[src/rtl/nibble_serial_add_ctrl.sv]
// nibble_serial_add_ctrl: serial WIDTH-bit adder that computes {cout,sum} = a + b + cin.
// It reuses one 4-bit carry-lookahead adder and processes one nibble per cycle,
// starting with the least significant nibble. A carry register links the nibbles.
// The input side uses a valid/ready handshake, and so does the output side.
// Optional feature macro: SIGNED_OVF_EN adds the 'ovf' port and signed overflow detection.

// 4-bit carry-lookahead adder: the building block the sequencer shares across nibbles
module nibble_cla4 (
  input  logic [3:0] a,
  input  logic [3:0] b,
  input  logic       cin,
  output logic [3:0] s,
  output logic       cout
);

  logic [3:0] gen;
  logic [3:0] prop;
  logic [4:0] c;

  // Generate/propagate terms; every carry is expanded straight from cin
  always_comb begin
    gen  = a & b;
    prop = a ^ b;
    c[0] = cin;
    c[1] = gen[0] | (prop[0] & cin);
    c[2] = gen[1] | (prop[1] & gen[0]) | (prop[1] & prop[0] & cin);
    c[3] = gen[2] | (prop[2] & gen[1]) | (prop[2] & prop[1] & gen[0])
         | (prop[2] & prop[1] & prop[0] & cin);
    c[4] = gen[3] | (prop[3] & gen[2]) | (prop[3] & prop[2] & gen[1])
         | (prop[3] & prop[2] & prop[1] & gen[0])
         | (prop[3] & prop[2] & prop[1] & prop[0] & cin);
    s    = prop ^ c[3:0];
    cout = c[4];
  end

endmodule

module nibble_serial_add_ctrl #(
  parameter int WIDTH = 16
) (
  input  logic             clk,
  input  logic             rst,
  input  logic             in_valid,
  output logic             in_ready,
  input  logic [WIDTH-1:0] a,
  input  logic [WIDTH-1:0] b,
  input  logic             cin,
  output logic             out_valid,
  input  logic             out_ready,
  output logic [WIDTH-1:0] sum,
  output logic             cout,
`ifdef SIGNED_OVF_EN
  output logic             ovf,
`endif
  output logic             busy
);

  localparam int NIB  = WIDTH / 4;
  localparam int IDXW = (NIB > 1) ? $clog2(NIB) : 1;

  // Stop elaboration if the operand cannot be split into whole nibbles
  if ((WIDTH < 4) || ((WIDTH % 4) != 0)) begin : g_width_check
    $error("nibble_serial_add_ctrl: WIDTH must be a multiple of 4 and >= 4");
  end

  typedef enum logic [1:0] {
    IDLE = 2'd0,
    RUN  = 2'd1,
    DONE = 2'd2
  } state_t;

  state_t            state;
  state_t            state_next;
  logic [IDXW-1:0]   idx;
  logic              carry;
  logic [WIDTH-1:0]  a_q;
  logic [WIDTH-1:0]  b_q;
  logic [3:0]        nib_a;
  logic [3:0]        nib_b;
  logic [3:0]        cla_s;
  logic              cla_cout;
  logic              accept;
  logic              step;
  logic              last_step;

  // Accepting only in IDLE means any in_valid seen in RUN/DONE is ignored
  assign accept    = in_valid && (state == IDLE);
  assign step      = (state == RUN);
  assign last_step = (idx == IDXW'(NIB - 1));

  // Select the nibble pair addressed by idx for the shared adder
  always_comb begin
    nib_a = 4'h0;
    nib_b = 4'h0;
    for (int i = 0; i < NIB; i++) begin
      if (idx == IDXW'(i)) begin
        nib_a = a_q[4*i +: 4];
        nib_b = b_q[4*i +: 4];
      end
    end
  end

  nibble_cla4 u_cla (
    .a    (nib_a),
    .b    (nib_b),
    .cin  (carry),
    .s    (cla_s),
    .cout (cla_cout)
  );

  // State register; reset aborts any operation in progress
  always_ff @(posedge clk or posedge rst) begin
    if (rst) begin
      state <= IDLE;
    end else begin
      state <= state_next;
    end
  end

  // Next-state decode and handshake outputs, all derived from the current state
  always_comb begin
    state_next = state;
    in_ready   = 1'b0;
    out_valid  = 1'b0;
    busy       = 1'b0;
    case (state)
      IDLE: begin
        in_ready = 1'b1;
        if (in_valid) begin
          state_next = RUN;
        end
      end
      RUN: begin
        busy = 1'b1;
        if (last_step) begin
          state_next = DONE;
        end
      end
      DONE: begin
        busy      = 1'b1;
        out_valid = 1'b1;
        if (out_ready) begin
          state_next = IDLE;
        end
      end
      default: begin
        state_next = IDLE;
      end
    endcase
  end

  // Operands are captured once at accept so callers need hold them only for that cycle
  always_ff @(posedge clk or posedge rst) begin
    if (rst) begin
      a_q <= '0;
      b_q <= '0;
    end else if (accept) begin
      a_q <= a;
      b_q <= b;
    end
  end

  // Nibble index and inter-nibble carry advance one step per RUN cycle
  always_ff @(posedge clk or posedge rst) begin
    if (rst) begin
      idx   <= '0;
      carry <= 1'b0;
    end else if (accept) begin
      idx   <= '0;
      carry <= cin;
    end else if (step) begin
      idx   <= idx + 1'b1;
      carry <= cla_cout;
    end
  end

  // Result assembly: sum fills one nibble per step, cout takes the last nibble's carry
  always_ff @(posedge clk or posedge rst) begin
    if (rst) begin
      sum  <= '0;
      cout <= 1'b0;
    end else if (accept) begin
      sum  <= '0;
      cout <= 1'b0;
    end else if (step) begin
      for (int i = 0; i < NIB; i++) begin
        if (idx == IDXW'(i)) begin
          sum[4*i +: 4] <= cla_s;
        end
      end
      if (last_step) begin
        cout <= cla_cout;
      end
    end
  end

`ifdef SIGNED_OVF_EN
  // Signed overflow: operands agree in sign but the result's MSB differs from them
  always_ff @(posedge clk or posedge rst) begin
    if (rst) begin
      ovf <= 1'b0;
    end else if (accept) begin
      ovf <= 1'b0;
    end else if (step && last_step) begin
      ovf <= (a_q[WIDTH-1] == b_q[WIDTH-1]) && (cla_s[3] != a_q[WIDTH-1]);
    end
  end
`endif

endmodule

[config.mk]
export PLATFORM = sky130hd
export DESIGN_NAME = nibble_serial_add_ctrl
export DESIGN_NICKNAME = d
export VERILOG_FILES = /design/src/rtl/nibble_serial_add_ctrl.sv
export SDC_FILE = /design/constraint.sdc
export NUM_CORES = 1
export LEC_CHECK = 0
export CELL_PAD_IN_SITES_DETAIL_PLACEMENT = 2
export CELL_PAD_IN_SITES_GLOBAL_PLACEMENT = 2
export CORE_ASPECT_RATIO = 0.75
export CORE_MARGIN = 10
export CORE_UTILIZATION = 30
export DETAILED_ROUTE_END_ITERATION = 10
export GPL_TIMING_DRIVEN = 0
export PLACE_DENSITY_LB_ADDON = 0.12
export SETUP_SLACK_MARGIN = 0.2
export SLEW_MARGIN = 20
export SYNTH_ARGS = -nofsm -noshare
export SYNTH_HDL_FRONTEND = slang
export SYNTH_HIERARCHICAL = 1
export SYNTH_SLANG_ARGS = --single-unit
[constraint.sdc]
create_clock -name clk -period 3.4 [get_ports clk]
set_input_delay 1.02 -clock clk [delete_from_list [all_inputs] [get_ports clk]]
set_output_delay 1.02 -clock clk [all_outputs]
set_load 0.05 [all_outputs]
==> reports/results.tsv, run 1 <==
stage	metric	value	unit
drt	remaining antenna violation count after routing	0	
drt	total detailed-routing wirelength	8680	µm
clock_network	clock network latency to the later pin of the worst-skew pair	0.30	ns
sta	final setup slack of the worst path	0.407	ns
placed_design	gp weighted congestion	0.760	
drt	DR pass1 iterations	6	
clock_network	Sink Count	54	
clock_network	Num CTS Buffers	5	
clock_network	CTS tree	yes	
worst_setup_path	kind of end point of the critical path	flip-flop	
placed_design	DP Worst Slack	-0.0118	ns
power_and_ir_drop	overall power consumption	3980	µW
cells_and_area	Area Overhead vs Synth	34.0	%
floorplan	Core Box Area	8490	µm²
worst_setup_path	Setup Crit Path Kind	flip-flop to flip-flop	
floorplan	die extent in y	101	µm
placed_design	number of port buffers	56	
sta	Highest Clock Rate	0.334	GHz
cells_and_area	commonest non-fill, non-tap cell in the layout	sky130_fd_sc_hd__nand2_1	
drt	vias	2293	
logic_synthesis	portion of the post-synthesis area used by sequential elements	0.513	
clock_network	number of H-tree levels	2	
clock_network	clock root buffer	sky130_fd_sc_hd__clkbuf_16	
cells_and_area	utilization of the core after routing	0.416	
power_and_ir_drop	VDD IR-drop max	0.517	mV
sta	clock period minus worst slack	2.99	ns
drt	drt first-iter violations	115	
sta	number of hold violations in the final report	0	
sta	final cycle utilization of the critical path	0.880	
sta	number of max-slew violations in the final report	0	
worst_setup_path	data arrival time of the critical path	3.21	ns
clock_network	Longest Clk Path Bufs	2	
placed_design	detailed placement HPWL	6520	µm
run_status	outcome	finished clean	
power_and_ir_drop	PwrDens	1130	nW/µm²
grt	number of antenna violations at the first check in global routing	0	
logic_synthesis	Synth Net Count	353	
sta	Final setup violation count	0	
run	count of maximum capacitance violations	0	
sta	max-slew headroom at the worst pin	0.535	
cells_and_area	fraction of final layout cells with drive strength greater than 1	0.0738	
grt	residual overflow from global routing	0	
floorplan	I/O pin cnt	57	
worst_setup_path	register-to-register setup slack	0.41	ns
cells_and_area	Layout Nets	416	
grt	via count of the first global-routing pass	2565	
worst_setup_path	critical path startpoint category	flip-flop	
sta	RSZ-0062 raised after global routing	false	
floorplan	Initial Utilization	0.310	
cells_and_area	antenna diode instance count	0	
grt	pin count of the biggest net entering global routing	55	
grt	first-pass GRT wire length	14100	µm
sta	Fin Setup TNS	0	ns
logic_synthesis	average cell area after synthesis	8.72	µm²
worst_setup_path	Critical Path Fanout Max	8	
logic_synthesis	Synthesis Warnings	6	
grt	overall routing resource usage	0.136	
sta	slew at the pin closest to its max-slew limit	0.698	ns
clock_network	clock transition at the register clock pins on the worst setup and hold paths after CTS	0.07	ns
floorplan	Site Rows	29	
floorplan	die boundary width	128	µm
logic_synthesis	area of the mapped netlist	2630	µm²
drt	average detailed-routed wire length per instance	18.3	µm
sta	clk_skew	0.0109	ns
floorplan	Die Area	13000	µm²
power_and_ir_drop	Leakage	0.00167	µW
logic_synthesis	cell count after synthesis	302	
hold_path	class of the most critical hold timing path	flip-flop to flip-flop	
worst_setup_path	Worst EP required	3.61	ns
logic_synthesis	Netlist cell types	23	
drt	average vias per placed instance	4.84	
logic_synthesis	register bit count reported by yosys	54	
drt	DRC violations left	0	
cells_and_area	commonest non-fill, non-tap cells in the layout	sky130_fd_sc_hd__nand2_1, sky130_fd_sc_hd__clkdlybuf4s50_1, sky130_fd_sc_hd__dfrtp_1	
-- worst paths after layout --
path,startpoint,to,depth (start not counted)
worst min register to register,a_q[2],a_q[2],2
worst max-delay path,idx[0],sum[15],12
min in group asynchronous,rst,b_q[2],2
worst max register to register,idx[0],sum[15],12
worst min-delay path,a_q[2],a_q[2],2
max in group asynchronous,rst,sum[13],2
-- repair_timing --
item	in CTS	in global routing
buffers inserted	0	0
gates resized for setup	3	8
hold buffers	0	0
endpoints found under the setup margin	13	12
cloned	0	0
pin swaps	0	0
-- worst max-delay path: stages (launching register included) --
cell and delay, ns:
sky130_fd_sc_hd__dfrtp_1 0.41, sky130_fd_sc_hd__inv_1 0.10, sky130_fd_sc_hd__ha_2 0.23, sky130_fd_sc_hd__nor2b_1 0.13, sky130_fd_sc_hd__buf_2 0.18, sky130_fd_sc_hd__a221oi_1 0.37
sky130_fd_sc_hd__o31ai_1 0.14, sky130_fd_sc_hd__ha_1 0.38, sky130_fd_sc_hd__a21o_1 0.20, sky130_fd_sc_hd__a31o_1 0.22, sky130_fd_sc_hd__xor2_2 0.25, sky130_fd_sc_hd__nand3_1 0.11
sky130_fd_sc_hd__a21oi_1 0.17
-- cells by family after synthesis --
family                     count (synthesis)  synth area share
and+or+nand+nor                          156             0.240
buffers and inverters                     30            0.0470
adders and majority gates                 14            0.0694
muxes                                      4            0.0162
DFF                                       54             0.513
AOI/OAI and AO/OA                         40             0.101
xor gates and xnor gates                   4            0.0133
-- cells in the mapped netlist, drive strengths merged --
cell type	n	share of area
nand2	127	0.18
dfrtp	54	0.51
a21oi	18	0.034
nand3	17	0.032
ha	13	0.062
inv	11	0.016
buf	9	0.017
clkbuf	9	0.013
nor2b	9	0.021
a221oi	8	0.027
o31ai	8	0.023
a21o	3	0.0086
xnor2	3	0.010
mux2	2	0.0086
mux2i	2	0.0076
nor2	2	0.0029
a222oi	1	0.0038
a31o	1	0.0033
and2	1	0.0024
clkinv	1	0.0014
fa	1	0.0076
o21ai	1	0.0019
xor2	1	0.0033
-- flip-flops by register name (all words and copies together), names as in the netlist --
name,flops
carry,1
b_q,16
idx,2
cout,1
state,2
sum,16
a_q,16
-- routing by layer --
layer | wire, µm | up-vias | part of all wire | global-route usage
li1 | - | 1101 | - | -
met1 | 4240 | 1149 | 0.49 | 0.188
met2 | 4000 | 36 | 0.46 | 0.211
met3 | 375 | 7 | 0.043 | 0.0355
met4 | 66 | 0 | 0.0076 | 0.0285
met5 | 0 | - | 0 | 0
-- per-stage QoR --
stage	instances	area [µm²]	hold WS [ns]
after global routing	474	3530	0.523
after detailed placement	466	3330	0.469
after global placement	466	3330	0.461
after floorplan	302	2630	0.446
final	474	3530	0.486
after CTS	474	3490	0.490
-- where the power goes --
group | internal (µW) | total (µW) | switching [µW]
combinational | 812 | 2310 | 1500
sequential | 931 | 1130 | 200
clock | 297 | 537 | 240
total | 2040 | 3980 | 1940
-- final cells by class --
| cell class | count | area (µm²) |
|---|---|---|
| clock inverters | 1 | 8.76 |
| inverters | 12 | 47.5 |
| repair buffers | 56 | 561 |
| multi-input cells | 218 | 1200 |
| well taps | 108 | 135 |
| fillers | 953 | 4960 |
| clock buffers | 7 | 143 |
| flip-flops and latches | 54 | 1350 |
| plain buffers | 18 | 81.3 |
Note: power is estimated with default switching activity, not from simulation.
==> run 2: changes to the inputs <==
==> constraint.sdc (replaced) <==
create_clock -name clk -period 3.4 [get_ports clk]
set_input_delay 1.02 -clock clk [delete_from_list [all_inputs] [get_ports clk]]
set_output_delay 1.02 -clock clk [all_outputs]
set_load 0.02 [all_outputs]
==> results of run 2 <==
The final DEF is identical to that of run 1. Status: finished clean.
Main changes from that run: total power 3980 µW -> 3750 µW; worst IR drop on VDD 0.517 mV -> 0.364 mV
